--- src/rtl/dac_spi_pkg.sv ---
// rtl/dac_spi_pkg.sv - shared types and constants for the serial DAC write engine
package dac_spi_pkg;

    // Frame sequencer states
    typedef enum logic [2:0] {
        IDLE,
        SETUP,
        SHIFT,
        HOLD,
        LDAC
    } dac_state_t;

    localparam int DAC_DATA_W  = 16;
    localparam int DAC_CLK_DIV = 2;

    // Cycles from entering SETUP to re-entering IDLE
    function automatic int frame_cycles(input int data_w, input int clk_div,
                                        input int cs_setup, input int ldac_w);
        return cs_setup + 2 * clk_div * data_w + 1 + ldac_w;
    endfunction

endpackage

--- src/rtl/dac_spi_tick.sv ---
// rtl/dac_spi_tick.sv - SCLK phase divider producing rise/fall ticks
//
// Ports:
//   CLK           system clock
//   RESET         asynchronous active-low reset
//   i_en          run the divider; counter and phase clear while low
//   o_rise_tick   one-cycle pulse at the end of each SCLK low half
//   o_fall_tick   one-cycle pulse at the end of each SCLK high half
module dac_spi_tick #(
    parameter int CLK_DIV = 2
) (
    input  logic CLK,
    input  logic RESET,
    input  logic i_en,
    output logic o_rise_tick,
    output logic o_fall_tick
);

    localparam int DIV_W = (CLK_DIV > 1) ? $clog2(CLK_DIV) : 1;
    localparam logic [DIV_W-1:0] DIV_LAST = DIV_W'(CLK_DIV - 1);

    logic [DIV_W-1:0] r_cnt;
    logic             r_phase;   // 0: SCLK low half, 1: SCLK high half
    logic             w_wrap;

    assign w_wrap      = i_en && (r_cnt == DIV_LAST);
    assign o_rise_tick = w_wrap && !r_phase;
    assign o_fall_tick = w_wrap &&  r_phase;

    always_ff @(posedge CLK or negedge RESET) begin
        if (!RESET) begin
            r_cnt   <= '0;
            r_phase <= 1'b0;
        end else if (!i_en) begin
            r_cnt   <= '0;
            r_phase <= 1'b0;
        end else if (w_wrap) begin
            r_cnt   <= '0;
            r_phase <= !r_phase;
        end else begin
            r_cnt   <= r_cnt + 1'b1;
        end
    end

endmodule

--- src/rtl/dac_spi_writer.sv ---
// rtl/dac_spi_writer.sv - buffered 16-bit SPI DAC write engine with LDAC update
//
// Ports:
//   CLK, RESET      system clock, asynchronous active-low reset
//   WR_DATA/WR_STB  core write word and strobe; accepted while WR_READY is high
//   WR_READY        one-word holding buffer is empty
//   BUSY            frame in progress (SETUP through LDAC)
//   DONE            one-cycle pulse when a frame including LDAC completes
//   OVERRUN         sticky: a strobe arrived while the buffer was full
//   CS_N/SCLK/SDI   SPI mode 0 pins, MSB first
//   LDAC_N          DAC load strobe, pulsed after CS_N returns high
module dac_spi_writer
    import dac_spi_pkg::*;
#(
    parameter int DATA_W   = DAC_DATA_W,
    parameter int CLK_DIV  = DAC_CLK_DIV,
    parameter int CS_SETUP = 2,
    parameter int LDAC_W   = 2
) (
    input  logic              CLK,
    input  logic              RESET,
    input  logic [DATA_W-1:0] WR_DATA,
    input  logic              WR_STB,
    output logic              WR_READY,
    output logic              BUSY,
    output logic              DONE,
    output logic              OVERRUN,
    output logic              CS_N,
    output logic              SCLK,
    output logic              SDI,
    output logic              LDAC_N
);

    localparam int BIT_W    = $clog2(DATA_W + 1);
    localparam int WAIT_MAX = (CS_SETUP > LDAC_W) ? CS_SETUP : LDAC_W;
    localparam int WAIT_W   = (WAIT_MAX > 1) ? $clog2(WAIT_MAX) : 1;
    localparam logic [BIT_W-1:0]  BIT_LAST   = BIT_W'(DATA_W - 1);
    localparam logic [WAIT_W-1:0] SETUP_LAST = WAIT_W'(CS_SETUP - 1);
    localparam logic [WAIT_W-1:0] LDAC_LAST  = WAIT_W'(LDAC_W - 1);

    dac_state_t        r_state, w_state_nxt;
    logic [DATA_W-1:0] r_buf;
    logic [DATA_W-1:0] r_shreg;
    logic [BIT_W-1:0]  r_bitcnt;
    logic [WAIT_W-1:0] r_wait, w_wait_nxt;
    logic              r_wr_ready, r_busy, r_done, r_overrun;
    logic              r_cs_n, r_sclk, r_ldac_n;
    logic              w_cs_n_nxt, w_sclk_nxt, w_ldac_n_nxt, w_done_nxt;
    logic              w_load, w_rise, w_fall;

    dac_spi_tick #(
        .CLK_DIV(CLK_DIV)
    ) u_tick (
        .CLK        (CLK),
        .RESET      (RESET),
        .i_en       (r_state == SHIFT),
        .o_rise_tick(w_rise),
        .o_fall_tick(w_fall)
    );

    // Next-state logic; pin values are computed for the next state so they
    // can be registered alongside it.
    always_comb begin
        w_state_nxt  = r_state;
        w_wait_nxt   = '0;
        w_cs_n_nxt   = 1'b1;
        w_sclk_nxt   = 1'b0;
        w_ldac_n_nxt = 1'b1;
        w_done_nxt   = 1'b0;
        w_load       = 1'b0;
        case (r_state)
            IDLE: begin
                if (!r_wr_ready) begin
                    w_state_nxt = SETUP;
                    w_load      = 1'b1;
                    w_cs_n_nxt  = 1'b0;
                end
            end
            SETUP: begin
                w_cs_n_nxt = 1'b0;
                if (r_wait == SETUP_LAST) begin
                    w_state_nxt = SHIFT;
                end else begin
                    w_wait_nxt = r_wait + 1'b1;
                end
            end
            SHIFT: begin
                w_cs_n_nxt = 1'b0;
                w_sclk_nxt = r_sclk || w_rise;
                if (w_fall) begin
                    w_sclk_nxt = 1'b0;
                    if (r_bitcnt == BIT_LAST) begin
                        w_state_nxt = HOLD;
                        w_cs_n_nxt  = 1'b1;
                    end
                end
            end
            HOLD: begin
                w_state_nxt  = LDAC;
                w_ldac_n_nxt = 1'b0;
            end
            LDAC: begin
                if (r_wait == LDAC_LAST) begin
                    w_state_nxt = IDLE;
                    w_done_nxt  = 1'b1;
                end else begin
                    w_ldac_n_nxt = 1'b0;
                    w_wait_nxt   = r_wait + 1'b1;
                end
            end
            default: w_state_nxt = IDLE;
        endcase
    end

    always_ff @(posedge CLK or negedge RESET) begin
        if (!RESET) begin
            r_state  <= IDLE;
            r_wait   <= '0;
            r_cs_n   <= 1'b1;
            r_sclk   <= 1'b0;
            r_ldac_n <= 1'b1;
            r_done   <= 1'b0;
            r_busy   <= 1'b0;
        end else begin
            r_state  <= w_state_nxt;
            r_wait   <= w_wait_nxt;
            r_cs_n   <= w_cs_n_nxt;
            r_sclk   <= w_sclk_nxt;
            r_ldac_n <= w_ldac_n_nxt;
            r_done   <= w_done_nxt;
            r_busy   <= (w_state_nxt != IDLE);
        end
    end

    // Holding buffer, shift register and bit counter. Accept and drain are
    // mutually exclusive because one needs the buffer empty, the other full.
    always_ff @(posedge CLK or negedge RESET) begin
        if (!RESET) begin
            r_buf      <= '0;
            r_wr_ready <= 1'b1;
            r_overrun  <= 1'b0;
            r_shreg    <= '0;
            r_bitcnt   <= '0;
        end else begin
            if (WR_STB && r_wr_ready) begin
                r_buf      <= WR_DATA;
                r_wr_ready <= 1'b0;
            end else if (w_load) begin
                r_wr_ready <= 1'b1;
            end
            if (WR_STB && !r_wr_ready) begin
                r_overrun <= 1'b1;
            end
            if (w_load) begin
                r_shreg  <= r_buf;
                r_bitcnt <= '0;
            end else if ((r_state == SHIFT) && w_fall) begin
                // The final shift empties the register so SDI rests at 0
                r_shreg  <= {r_shreg[DATA_W-2:0], 1'b0};
                r_bitcnt <= (r_bitcnt == BIT_LAST) ? '0 : r_bitcnt + 1'b1;
            end
        end
    end

    assign WR_READY = r_wr_ready;
    assign BUSY     = r_busy;
    assign DONE     = r_done;
    assign OVERRUN  = r_overrun;
    assign CS_N     = r_cs_n;
    assign SCLK     = r_sclk;
    assign SDI      = r_shreg[DATA_W-1];
    assign LDAC_N   = r_ldac_n;

endmodule

--- config.mk ---
export PLATFORM = sky130hd
export DESIGN_NAME = dac_spi_writer
export DESIGN_NICKNAME = d
export VERILOG_FILES = /design/src/rtl/dac_spi_pkg.sv /design/src/rtl/dac_spi_tick.sv /design/src/rtl/dac_spi_writer.sv
export SDC_FILE = /design/constraint.sdc
export NUM_CORES = 1
export LEC_CHECK = 0
export CORE_UTILIZATION = 55
export CTS_CLUSTER_SIZE = 14
export DETAILED_ROUTE_END_ITERATION = 16
export GPL_TIMING_DRIVEN = 0
export PLACE_DENSITY = 0.79
export SYNTH_ARGS = -nofsm -noshare
export SYNTH_HDL_FRONTEND = slang
export SYNTH_HIERARCHICAL = 1
export SYNTH_SLANG_ARGS = --single-unit
--- constraint.sdc ---
create_clock -name CLK -period 2.7 [get_ports CLK]
set_input_delay 0.405 -clock CLK [delete_from_list [all_inputs] [get_ports CLK]]
set_output_delay 0.405 -clock CLK [all_outputs]
set_load 0.02 [all_outputs]
==> results.md, run 1 <==
- R2R Path Start: r_state[0]$_DFF_PN0_
- Final worst-path setup slack: 0.187 ns
- Tot GR Track Use: 21.1%
- Width of the chip: 65.8 µm
- Reg-to-Reg End: r_shreg[8]$_DFFE_PN0P_
- Number of input and output port buffers inserted: 26
- Fill count: roughly 250
- Largest net degree at the start of global routing: 31
- Number of distinct library cell variants in the gate-level netlist after synthesis: 43
- Iteration count of the initial detailed-routing pass: 4
- Die area: between 0.004 and 0.005 mm²
- Core Box Area: 0.00377 mm²
- Floorplan die height: 65.8 µm
- DR vias/cell: 5.68
- Top-Level Pins: 27
- Cell count of the worst reg-to-reg path: 8
- Post-layout min period: 2.51 ns
- Crit Path Class: reg2reg
- Category of the worst setup path launch point: flip-flop
- Cells after Synth: approximately 160
- Post-DRT Antenna Nets: 0
- Mean post-synth cell area: between 10 and 15 µm²
- DRC violations left: 0
- Setup slack of the most critical reg-to-reg path: 0.19 ns
- Seq pwr share: 40.2%
- Post-placement setup slack: -0.0446 ns
- Total wirelength of the detailed-routed design: around 4000 µm
- Worst Hold Class: in2async
- Capture point of the critical path: r_shreg[8]$_DFFE_PN0P_
- Clock latency reported for the late side of the worst-skew pair: 0.30 ns
- Top-count cell post-synth: dfrtp_1
- Proportion of synthesized chip area in sequential cells: 56.1%
- Total setup buffers inserted after CTS: 0
- HPWL reported at the end of detailed placement: 2730 µm
- Maximum fanout along the worst path: 10
- Layout cell share with drive strength beyond 1: 34.2%
- Most used flip-flop cell after synthesis: dfrtp_1
- CTS sink cnt: 50
- Final #Nets: between 200 and 250
- Setup crit end kind: flip-flop
- Number of levels in the clock H-tree: 2
- Post-Synthesis Cell Area: 0.00224 mm²
- Synth Net Count: approximately 180
- Count of antenna diodes in the layout: 0
- Relative contribution of the clock network to total power: 16.6%
- Number of global-route vias before repair: ~1500
- Clock tree from TritonCTS: done
- Number of buffers added to fix hold violations after cts: 0
- Global-route wire length before repair: roughly 6700 µm
- Net switching power: 0.000952 W
- Switching part of the total power: 30.7%
- Maximum root-to-sink buffer count: 2
- Via total after detailed routing: 1404
- Max-slew violation count: 0
- Internal: ~0.0021 W
- Routability-driven placement congestion ratio: 0.810
- P per Cell Area: 1150 mW/mm²
- Finished layout cell area: 0.00269 mm²
- Max-capacitance violation count: 0
- Dominant cells by area after synthesis: dfrtp_1, mux2_2, mux2_4
- Required time of the critical path: 2.89 ns
- Area of placed instances: 0.00257 mm²
- Starting density of the core: 59.4%
- Logic pwr share: 43.2%
- Starting DRT DRC Count: 72
- Leading area contributor after synthesis: dfrtp_1
- Clock transition at the registers of the reported paths: 0.09 ns
- Synth top area share: 52.5%
- Launch point of the worst path: r_state[0]$_DFF_PN0_
- RSZ-0062 raised after global routing: no
- Yosys warning total: 6
- Flop and latch count out of synthesis: 50
- Arrival time of the worst setup path: 2.70 ns
- Worst supply voltage drop on vdd: around 0.67 mV
- TNS Setup: 0 ns
- Root Buffer Master: clkbuf_8
- Most common library cells after synthesis: dfrtp_1, mux2_2, mux2_4
- Async set-reset flop share out of synthesis: 100%
- Area growth, synth to finish: 20.3%
- Run status: finished clean
- Total clock buffers created by CTS: 5
- Routed len/inst: 16.1 µm
- Overflow left after global routing: 0
- Total leakage power: 1.18 nW
- Worst slew slack as a fraction of its limit: 45.6%
- Number of flops mapped to enable cells by yosys: 0
- Setup Viol. Count Final: 0
- Final hold vios: 0
- Achievable clock frequency: 0.398 GHz
- Number of standard-cell rows in the floorplan: 22
- Period utilization: a little over 90%
- Slew of the pin with the lowest slew margin: 0.808 ns
- Antenna violations before repair: 0
- Worst clock skew: 0.00439 ns
## layout by cell type, fill, tap and decap left out, types with 2 or more instances in the layout
cell             instances
nand2_1                 11
or2_2                    2
nor4_1                   2
a41oi_1                  2
buf_2                    2
nor2_1                   3
o21ai_0                  2
a21o_1                   2
clkbuf_8                 5
a21oi_1                  4
inv_1                    6
clkdlybuf4s50_1         25
or3_1                    2
mux2_4                  12
dfrtp_1                 47
buf_6                    2
clkbuf_1                 4
nor4b_1                  2
dfstp_2                  3
mux2_2                  32
## kinds of logic (layout without fill, tap and decap cells)
family,Yosys count,after routing,synth area share (%)
fa+ha+maj,1,1,0.559
mux,44,44,24.1
simple gates,34,34,8.94
flops,50,50,56.1
buf+inv,13,48,2.96
xor+xnor,2,2,0.783
compound gates,20,20,6.54
## timing repair
item,4_1_cts,5_1_grt
hold endpoints to repair,0,0
resized for setup,1,2
setup endpoints to repair,8,8
## worst min-delay path by stage
stage	depth (start not counted)	to	from	slack (ns)
2_1_floorplan	0	BUSY$_DFF_PN0_	RESET	0.11
3_3_place_gp	1	OVERRUN$_DFFE_PN0P_	OVERRUN$_DFFE_PN0P_	0.44
3_5_place_dp	1	u_tick/r_cnt$_DFF_PN0_	RESET	0.40
4_1_cts	1	u_tick/r_cnt$_DFF_PN0_	RESET	0.07
5_1_grt	1	u_tick/r_cnt$_DFF_PN0_	RESET	0.09
6_report	1	u_tick/r_cnt$_DFF_PN0_	RESET	0.06
## per-stage QoR
stage | power (W) | util [%] | cells | hold slack, ns
floorplan | 0.00226 | - | 164 | 0.109
CTS | 0.00310 | 71.1 | 247 | 0.0704
global route | 0.00328 | 71.4 | 247 | 0.0860
global placement | 0.00251 | 67.9 | 238 | 0.441
detailed placement | 0.00258 | 68.2 | 239 | 0.403
finish | 0.00310 | 71.4 | 247 | 0.0597
## cell type report
cell class	count	area [µm²]	area share, %
multi-input combinational	101	927	34.4
clock inverter	1	30.0	1.12
buffer	7	46.3	1.72
inverter	6	22.5	0.836
sequential	50	1250	46.6
tap	48	60.1	2.23
timing repair buffer	27	275	10.2
clock buffer	7	76.3	2.83
## critical path, cell delays in order (launching register included)
cell and delay (ns):
dfrtp_1 0.42, buf_1 0.22, nand2b_1 0.24, nor2_2 0.19, and3_2 0.27, nand2_1 0.14, a21oi_4 0.28, buf_4 0.27
mux2_2 0.36
## metal layers
layer	GRT usage, %	vias to the layer above	share of wire, %
met4	10.9	0	2.1
li1	-	656	-
met1	26.9	702	43
met5	0	-	0
met2	33.8	36	51
met3	4.48	10	4.0
## power groups by stage
stage	registers [W]	logic [W]	clock network [W]
detailed placement	0.00126	0.00132	0
CTS	0.00125	0.00134	0.000518
global placement	0.00124	0.00127	0
finish	0.00125	0.00134	0.000514
global route	0.00128	0.00145	0.000551
floorplan	0.00125	0.00100	0
## sequential cells by signal (all words and copies together) (netlist names)
name,flops
BUSY,1
CS_N,1
DONE,1
LDAC_N,1
OVERRUN,1
SCLK,1
WR_READY,1
r_bitcnt,5
r_buf,16
r_shreg,16
r_state,3
r_wait,1
u_tick/r_cnt,1
u_tick/r_phase,1
Note: power is estimated with default switching activity, not from simulation.
==> run 2: changes to the inputs <==
CORE_ASPECT_RATIO = 0.9   (was not set)
CORE_MARGIN = 3   (was not set)
==> results.md, run 2 (synthesis results as in run 1) <==
- Die area: 0.00487 mm² (+13%)
- R2R Path Start: r_state[0]$_DFF_PN0_
- Iteration count of the initial detailed-routing pass: 4 (unchanged)
- Setup slack of the most critical reg-to-reg path: 0.21 ns (+0.02 ns)
- Total leakage power: 1.17 nW (-1.1%)
- Count of antenna diodes in the layout: 0 (unchanged)
- Global-route wire length before repair: 6720 µm (+0.51%)
- Setup crit end kind: flip-flop
- Width of the chip: 73.2 µm (+11%)
- Worst clock skew: 0.00584 ns (+0.00145 ns)
- P per Cell Area: 1130 mW/mm² (-1.9%)
- Starting DRT DRC Count: 60 (-17%)
- Achievable clock frequency: 0.402 GHz (+0.92%)
- Ordered list of cells on the worst path: buf_1, nand2b_1, nor2_2, and3_2, nand2_1, a21oi_4, buf_4, mux2_2
- Worst path max stage delay: 0.43 ns (about the same)
- Number of logic stages on the critical path including buffering: 8 (unchanged)
- Final #Nets: 218 (unchanged)
- Critical path buffers and inverters: 2 (unchanged)
- Slew of the pin with the lowest slew margin: 0.849 ns (+0.0407 ns)
- Number of input and output port buffers inserted: 26 (unchanged)
- Core Box Area: 0.00381 mm² (+1.0%)
- Largest net degree at the start of global routing: 28 (-9.7%)
- Routed len/inst: 16.6 µm (+2.6%)
- Layout cell share with drive strength beyond 1: 33.7% (-0.50 points)
- Post-placement setup slack: -0.0356 ns (+0.00903 ns)
- Run status: finished clean
- Maximum fanout along the worst path: 10 (unchanged)
- Worst supply voltage drop on vdd: 0.777 mV (+15%)
- Total setup buffers inserted after CTS: 0 (unchanged)
- Via total after detailed routing: 1383 (-1.5%)
- CTS sink cnt: 50 (unchanged)
- RSZ-0062 raised after global routing: no
- Crit Path Class: reg2reg
- Reg-to-Reg End: r_shreg[8]$_DFFE_PN0P_
- Non-filler cells in the finished layout: 245 (-0.81%)
- Number of buffers added to fix hold violations after cts: 0 (unchanged)
- Fill count: 250 (-0.79%)
- Worst Hold Class: in2async
- Area of placed instances: 0.00257 mm² (about the same)
- Quantity of gates resized following cts: 1 (unchanged)
- Number of levels in the clock H-tree: 2 (unchanged)
- Routability-driven placement congestion ratio: 0.821 (+1.3%)
- Category of the worst setup path launch point: flip-flop
- Final worst-path setup slack: 0.210 ns (+0.0228 ns)
- Most frequent standard cell in the layout excluding fill and tap cells: dfrtp_1
- HPWL reported at the end of detailed placement: 2870 µm (+5.4%)
- Worst slew slack as a fraction of its limit: 42.9% (-2.7 points)
- Clock transition at the registers of the reported paths: 0.08 ns (about the same)
- Area growth, synth to finish: 19.0%
- Cell family with the largest share of critical-path delay: simple AND/OR/NAND/NOR gates
- Root Buffer Master: clkbuf_8
- Total power after layout: 0.00301 W (-3.0%)
- Floorplan die height: 66.5 µm (+1.1%)
- Tot GR Track Use: 18.2% (-2.9 points)
- DR vias/cell: 5.64 (-0.69%)
- Top-Level Pins: 27 (unchanged)
- Number of standard-cell rows in the floorplan: 21 (-4.5%)
- DP Cell Count: 237 (-0.84%)
- Post-layout min period: 2.49 ns (-0.0228 ns)
- Clock tree from TritonCTS: done
- Maximum root-to-sink buffer count: 2 (unchanged)
- Max-capacitance violation count: 0 (unchanged)
- Overflow left after global routing: 0 (unchanged)
- Leading registers by flop count: r_buf x16, r_shreg x16, r_bitcnt x5
- Period utilization: 92.2% (-0.85 points)
- Total wirelength of the detailed-routed design: 4060 µm (+1.8%)
- Final hold vios: 0 (unchanged)
- Cell with the largest stage delay on the worst path: dfrtp_1
- Capture point of the critical path: r_shreg[8]$_DFFE_PN0P_
- Post-DRT Antenna Nets: 0 (unchanged)
- Number of global-route vias before repair: 1480 (+2.1%)
- Most used cells in the layout excluding fill and tap cells: dfrtp_1, mux2_2, clkdlybuf4s50_1
- Max-slew violation count: 0 (unchanged)
- Required time of the critical path: 2.88 ns (about the same)
- Antenna violations before repair: 0 (unchanged)
- Setup Viol. Count Final: 0 (unchanged)
- Arrival time of the worst setup path: 2.67 ns (-0.03 ns)
- DRC violations left: 0 (unchanged)
- Launch point of the worst path: r_state[0]$_DFF_PN0_
- Clock latency reported for the late side of the worst-skew pair: 0.29 ns (about the same)
- Total clock buffers created by CTS: 5 (unchanged)
- Starting density of the core: 58.8% (-0.60 points)
- Finished layout cell area: 0.00266 mm² (-1.1%)
- Cell count of the worst reg-to-reg path: 8 (unchanged)
[run 2: changes by cell type in the layout (fill, tap and decap cells not counted)]
cell | previous run | this run
bufinv_16 | 1 | 0
clkbuf_1 | 4 | 5
[run 2: worst register-to-register path, stage by stage, from the launching register on]
cell and delay, ns:
dfrtp_1 0.43, buf_1 0.23, nand2b_1 0.25, nor2_2 0.17, and3_2 0.26, nand2_1 0.13, a21oi_4 0.27, buf_4 0.27
mux2_2 0.36
[run 2: layer usage]
layer | part of all wire, % | up-vias | track usage [%]
met2 | 51 | 23 | 30.7
met5 | 0 | - | 0
met4 | 0.71 | 0 | 5.76
met1 | 45 | 698 | 22.9
li1 | - | 658 | -
met3 | 3.5 | 4 | 4.52
[run 2: layout make-up]
type	instances	area, µm²	share of cell area [%]
Sequential cell	50	1250	47.1
Timing Repair Buffer	27	275	10.3
Clock buffer	8	80.1	3.01
Multi-Input combinational cell	101	927	34.8
Inverter	6	22.5	0.845
Buffer	7	46.3	1.74
Tap cell	46	57.6	2.16
[run 2: metrics by stage]
stage,hold slack (ns),util [%],TNS [ns]
floorplan,0.109,-,0
global placement,0.441,67.1,-2.10
detailed placement,0.429,67.5,-0.0646
CTS,0.112,69.7,0
global route,0.129,69.9,0
finish,0.0979,69.9,0
[run 2: worst min path at each step]
stage,startpoint,depth (start not counted),end
floorplan,RESET,0,BUSY$_DFF_PN0_
global placement,OVERRUN$_DFFE_PN0P_,1,OVERRUN$_DFFE_PN0P_
detailed placement,RESET,1,r_bitcnt[3]$_DFFE_PN0P_
CTS,RESET,1,r_shreg[14]$_DFFE_PN0P_
global route,RESET,1,r_bitcnt[3]$_DFFE_PN0P_
finish,RESET,1,r_bitcnt[3]$_DFFE_PN0P_
[run 2: report_power, final]
part	total, W	switching (W)	internal [W]	leakage (nW)
logic	0.00135	0.000558	0.000794	0.520
registers	0.00125	0.000171	0.00108	0.608
clock network	0.000408	0.000223	0.000184	0.0395
total	0.00301	0.000953	0.00206	1.17
==> RTL edit 1, RTL diff (flow settings as in run 1) <==
The 5 states of `dac_state_t` get a one-hot encoding in 5 bits.
--- a/src/rtl/dac_spi_pkg.sv
+++ b/src/rtl/dac_spi_pkg.sv
@@ -4,8 +4,8 @@
     // Frame sequencer states
-    typedef enum logic [2:0] {
-        IDLE,
-        SETUP,
-        SHIFT,
-        HOLD,
-        LDAC
+    typedef enum logic [4:0] {
+        IDLE  = 5'b00001,
+        SETUP = 5'b00010,
+        SHIFT = 5'b00100,
+        HOLD  = 5'b01000,
+        LDAC  = 5'b10000
     } dac_state_t;
Formal check against the unedited RTL: no difference found for any inputs over 10 cycles, from zero or initial values and one cycle with RESET low; not proved beyond that.
==> RTL edit 1 against run 1 <==
- worst setup slack better by 130 ps
- critical path depth up 2
- design area up 2.1%
- routed wire length up 10%
- via count up 17%
- count of clock-buffer cells in the layout down 1
- area after synthesis up 4.0%
- sequential cell count up 2
- critical path type unchanged
- largest cell class unchanged
Power is not compared: it rests on default switching activity, and its combinational part moved more than twofold at a synthesized area within 25%.
==> RTL edit 1: results (changes against run 1) <==
| Metric | Value | Unit | Change |
|:---|:---|:---|:---|
| Outcome | finished clean | - |  |
| Post-DP HPWL | 3190 | um | +17% |
| Net count reported at finish | 250 | - | +15% |
| Top flop regs | r_buf: 16 flops, r_shreg: 16 flops | - |  |
| Largest net degree at the start of global routing | 39 | - | +26% |
| Post-synth net total | 216 | - | +17% |
| Biggest area contributors in the synthesized netlist | sky130_fd_sc_hd__dfrtp_1, sky130_fd_sc_hd__mux2_2, sky130_fd_sc_hd__a22oi_1 | - |  |
| R2R depth | 10 | - | +2 |
| Most instantiated cells after synthesis | sky130_fd_sc_hd__dfrtp_1, sky130_fd_sc_hd__inv_1, sky130_fd_sc_hd__mux2_2 | - |  |
| First-pass GRT wire length | 7450 | um | +11% |
| Adder-cell share of the synthesized area | 0.537 | % | -0.022 points |
| Met3 Track Usage GR | 4.11 | % | -0.37 points |
| Met1 Use GR | 27.7 | % | +0.76 points |
| DRC violation total after the first TritonRoute iteration | 112 | - | +56% |
| Fraction of met2 tracks used by global routing | 39.1 | % | +5.3 points |
| Clk_skew | 5.61 | ps | +1.22 ps |
| Gr usage total | 22.7 | % | +1.6 points |
| Total instance count after detailed placement | 273 | - | +14% |
| Crit Reg-Reg Endpoint | r_bitcnt[3]$_DFFE_PN0P_ | - |  |
| Least-Margin Pin Slew | 675 | ps | -132 ps |
| Xor-xnor portion of the synthesized cell area | 1.13 | % | +0.35 points |
| Launching point of the worst reg2reg path | r_state[0]$_DFF_PN1_ | - |  |
| Delay contributed by the slowest stage of the critical path | 370 | ps | -50 ps |
| RD Place Congestion | 0.880 | - | +8.6% |
| Avg Cell Area, Syn | 11.9 | um^2 | -13% |
| Worst slack, placed | 221 | ps | +265 ps |
| Total of fill cells in the finished design | 293 | - | +16% |
| Sequential-to-total area share from yosys stat | 56.1 | % | about the same |
| Worst hold path type | in -> async | - |  |
| Cell with the biggest individual delay on the critical path | sky130_fd_sc_hd__dfstp_2 | - |  |
| Primary flip-flop cell chosen by synthesis mapping | sky130_fd_sc_hd__dfrtp_1 | - |  |
| Synth Area in Compound Gates | 14.9 | % | +8.3 points |
| Routed Wire Length | 4400 | um | +10% |
| Non-filler cells, final | 280 | - | +13% |
| Multiplexer share of the synthesized area | 9.03 | % | -15 points |
| Average vias per placed instance | 5.87 | - | +3.3% |
| Number of library cell types mapped by synthesis | 47 | - | +9.3% |
| Layout cells sized above 1 | 23.5 | % | -11 points |
| R2R Setup Slk | 310 | ps | +130 ps |
| Via count of the first global-routing pass | 1628 | - | +12% |
-- RTL edit 1: cell count changes after synthesis, moves of 3 or more --
cell | before | now
sky130_fd_sc_hd__o21ai_2 | 0 | 10
sky130_fd_sc_hd__mux2_4 | 12 | 0
sky130_fd_sc_hd__a22oi_1 | 0 | 15
sky130_fd_sc_hd__nand2_1 | 11 | 4
sky130_fd_sc_hd__nor2_1 | 4 | 9
sky130_fd_sc_hd__inv_1 | 6 | 17
sky130_fd_sc_hd__mux2i_1 | 0 | 3
sky130_fd_sc_hd__buf_2 | 2 | 7
sky130_fd_sc_hd__mux2_2 | 32 | 16
sky130_fd_sc_hd__o21ai_0 | 2 | 6
sky130_fd_sc_hd__nand2b_1 | 1 | 6
-- RTL edit 1: power by group through the flow --
stage | combinational (W) | clock, W | sequential, W
after floorplan | 0.0000247 | 0 | 0.000831
after global placement | 0.0000653 | 0 | 0.000834
after detailed placement | 0.0000711 | 0 | 0.000836
after CTS | 0.0000713 | 0.000423 | 0.000820
after global routing | 0.0000771 | 0.000455 | 0.000824
final | 0.0000693 | 0.000412 | 0.000820
-- RTL edit 1: per-layer routing --
metal	wire length (um)	up-vias	share of wire [%]
met1	1870	821	42
met4	133	0	3.0
met2	2240	54	51
met5	0	-	0
met3	156	16	3.5
li1	-	753	-
-- RTL edit 1: final cells by class --
type	instances	area (um^2)	share of cell area (%)
multi-input combinational	114	890	32.4
timing repair buffer	27	275	10.0
clock inverter	1	5.00	0.182
sequential	52	1310	47.5
clock buffer	6	72.6	2.64
inverter	17	63.8	2.32
tap	50	62.6	2.28
buffer	13	73.8	2.69
-- RTL edit 1: worst max-delay path by stage --
stage	startpoint	endpoint	slack (ps)	depth (start not counted)
3_3_place_gp	RESET	r_shreg[9]$_DFFE_PN0P_	-150	1
6_report	r_state[0]$_DFF_PN1_	r_bitcnt[3]$_DFFE_PN0P_	310	10
3_5_place_dp	r_state[0]$_DFF_PN1_	r_bitcnt[3]$_DFFE_PN0P_	220	10
2_1_floorplan	r_state[0]$_DFF_PN1_	r_shreg[10]$_DFFE_PN0P_	530	11
4_1_cts	r_state[0]$_DFF_PN1_	r_bitcnt[3]$_DFFE_PN0P_	210	10
5_1_grt	r_state[0]$_DFF_PN1_	CS_N$_DFF_PN1_	100	8
-- RTL edit 1: kinds of logic after synthesis --
group                    after synthesis
AO/OA/AOI/OAI                         46
multiplexers                          19
AND/OR/NAND/NOR                       45
buffers and inverters                 30
XOR/XNOR                               3
flip-flops                            52
adder cells (fa/ha/maj)                1
-- RTL edit 1: through the flow --
step	hold slack [ps]	area, um^2	utilization, %	power (W)
floorplan	109	2330	-	0.000856
global placement	459	2650	65.8	0.000899
detailed placement	335	2670	66.2	0.000907
CTS	7.67	2740	68.1	0.00131
global route	16.8	2750	68.2	0.00136
finish	4.37	2750	68.2	0.00130
==> RTL edit 2, RTL diff (config.mk and constraints of run 1) <==
Without the edit above. `CS_SETUP`: 2 -> 1.
--- a/src/rtl/dac_spi_writer.sv
+++ b/src/rtl/dac_spi_writer.sv
@@ -16,3 +16,3 @@
     parameter int CLK_DIV  = DAC_CLK_DIV,
-    parameter int CS_SETUP = 2,
+    parameter int CS_SETUP = 1,
     parameter int LDAC_W   = 2
Check against the original RTL: not equivalent (a bounded check fails within 10 cycles, from zero or initial values and one cycle with RESET low).
==> RTL edit 2 against run 1 <==
- routed wire length fell by 2.1%
- total power fell by 8.9%
- area after synthesis fell by 3.7%
- design area fell by 3.3%
- clock power rose by 2%
- worst setup slack improved by 370 ps
- maximum frequency rose by 17%
- sequential cell count did not move
==> RTL edit 2: results (changes against run 1) <==
| Metric | Value | Unit | Change |
|:---|:---|:---|:---|
| Outcome | finished clean | - |  |
| Reported leakage power | 1.18 | nW | -0.31% |
| Arrival time at the worst endpoint | 2370 | ps | -330 ps |
| WL met1 | 1710 | um | -0.70% |
| Clk_skew | 3.94 | ps | -0.453 ps |
| Worst slack, placed | 584 | ps | +629 ps |
| Total of fill cells in the finished design | 279 | - | +11% |
| R2R Setup Slk | 550 | ps | +370 ps |
| Layout cells sized above 1 | 23.9 | % | -10 points |
| Largest net degree at the start of global routing | 33 | - | +6.5% |
| Met2 Wirelength | 2050 | um | +1.3% |
| Routed Wire Length | 3900 | um | -2.1% |
| Post-DP HPWL | 2720 | um | -0.19% |
| Crit Reg-Reg Endpoint | r_bitcnt[3]$_DFFE_PN0P_ | - |  |
| Least-Margin Pin Slew | 515 | ps | -292 ps |
| Via total after detailed routing | 1484 | - | +5.7% |
| Number of library cell types mapped by synthesis | 41 | - | -4.7% |
| RD Place Congestion | 0.770 | - | -4.9% |
| Gr usage total | 22.2 | % | +1.1 points |
| Net count reported at finish | 232 | - | +6.4% |
| Post-Route Hold Slack | 39.9 | ps | -19.8 ps |
| DRC violation total after the first TritonRoute iteration | 114 | - | +58% |
| Sw Share | 33.5 | % | +2.8 points |
| Detailed route wirelength on metal3 | 97 | um | -39% |
| Via count of the first global-routing pass | 1556 | - | +7.3% |
| Sequential-to-total area share from yosys stat | 58.2 | % | +2.2 points |
| Avg Cell Area, Syn | 12.1 | um^2 | -11% |
| Most instantiated cells after synthesis | sky130_fd_sc_hd__dfrtp_1, sky130_fd_sc_hd__nand2_1, sky130_fd_sc_hd__mux2_2 | - |  |
| Power drawn by the sequential cells | 0.00124 | W |  |
| Instance area at placement | 0.00249 | mm^2 | -3.3% |
| Delay contributed by the slowest stage of the critical path | 400 | ps | -20 ps |
| CTS resizes | 0 | - | -1 |
| Post-synth net total | 198 | - | +7.6% |
| Combinational-cell power consumption | 0.00106 | W | -21% |
[RTL edit 2: cell count changes after synthesis, sizes merged, moves of 2 or more]
cell,change
a22oi,+14
a31oi,+2
buf,+6
clkbuf,-2
mux2,-28
nand2,+12
nand3,+16
nor2,+2
or2,-2
[RTL edit 2: cell type report]
type / count / area [um^2] / area share, %
Clock inverter: 3 / 45.0 / 1.73
Sequential cell: 50 / 1250 / 48.2
Buffer: 11 / 88.8 / 3.41
Timing Repair Buffer: 27 / 275 / 10.6
Multi-Input combinational cell: 112 / 792 / 30.4
Inverter: 5 / 18.8 / 0.721
Tap cell: 48 / 60.1 / 2.31
Clock buffer: 5 / 68.8 / 2.64
[RTL edit 2: worst max path at each step]
| stage | end | slack, ps | depth (start not counted) |
|---|---|---|---|
| after floorplan | r_bitcnt[2]$_DFFE_PN0P_ | 810 | 8 |
| after global placement | r_shreg[15]$_DFFE_PN0P_ | -80 | 1 |
| final | r_bitcnt[3]$_DFFE_PN0P_ | 550 | 8 |
| after detailed placement | r_bitcnt[3]$_DFFE_PN0P_ | 580 | 8 |
| after global routing | r_bitcnt[3]$_DFFE_PN0P_ | 400 | 8 |
| after CTS | r_bitcnt[3]$_DFFE_PN0P_ | 550 | 8 |
[RTL edit 2: logic make-up (layout without fill, tap and decap cells)]
kind of cell / count (synthesis) / count (layout) / synth area share [%]
AOI/OAI and AO/OA: 29 / 29 / 9.81
adders and majority gates: 1 / 1 / 0.581
muxes: 16 / 16 / 8.36
xor gates and xnor gates: 1 / 1 / 0.407
buffers and inverters: 16 / 51 / 4.99
and+or+nand+nor: 65 / 65 / 17.6
DFF: 50 / 50 / 58.2
[RTL edit 2: per-layer routing]
layer  track usage [%]  vias up
met1              26.6      758
met5                 0        -
li1                  -      698
met3              5.46        5
met2              38.2       23
met4              9.17        0
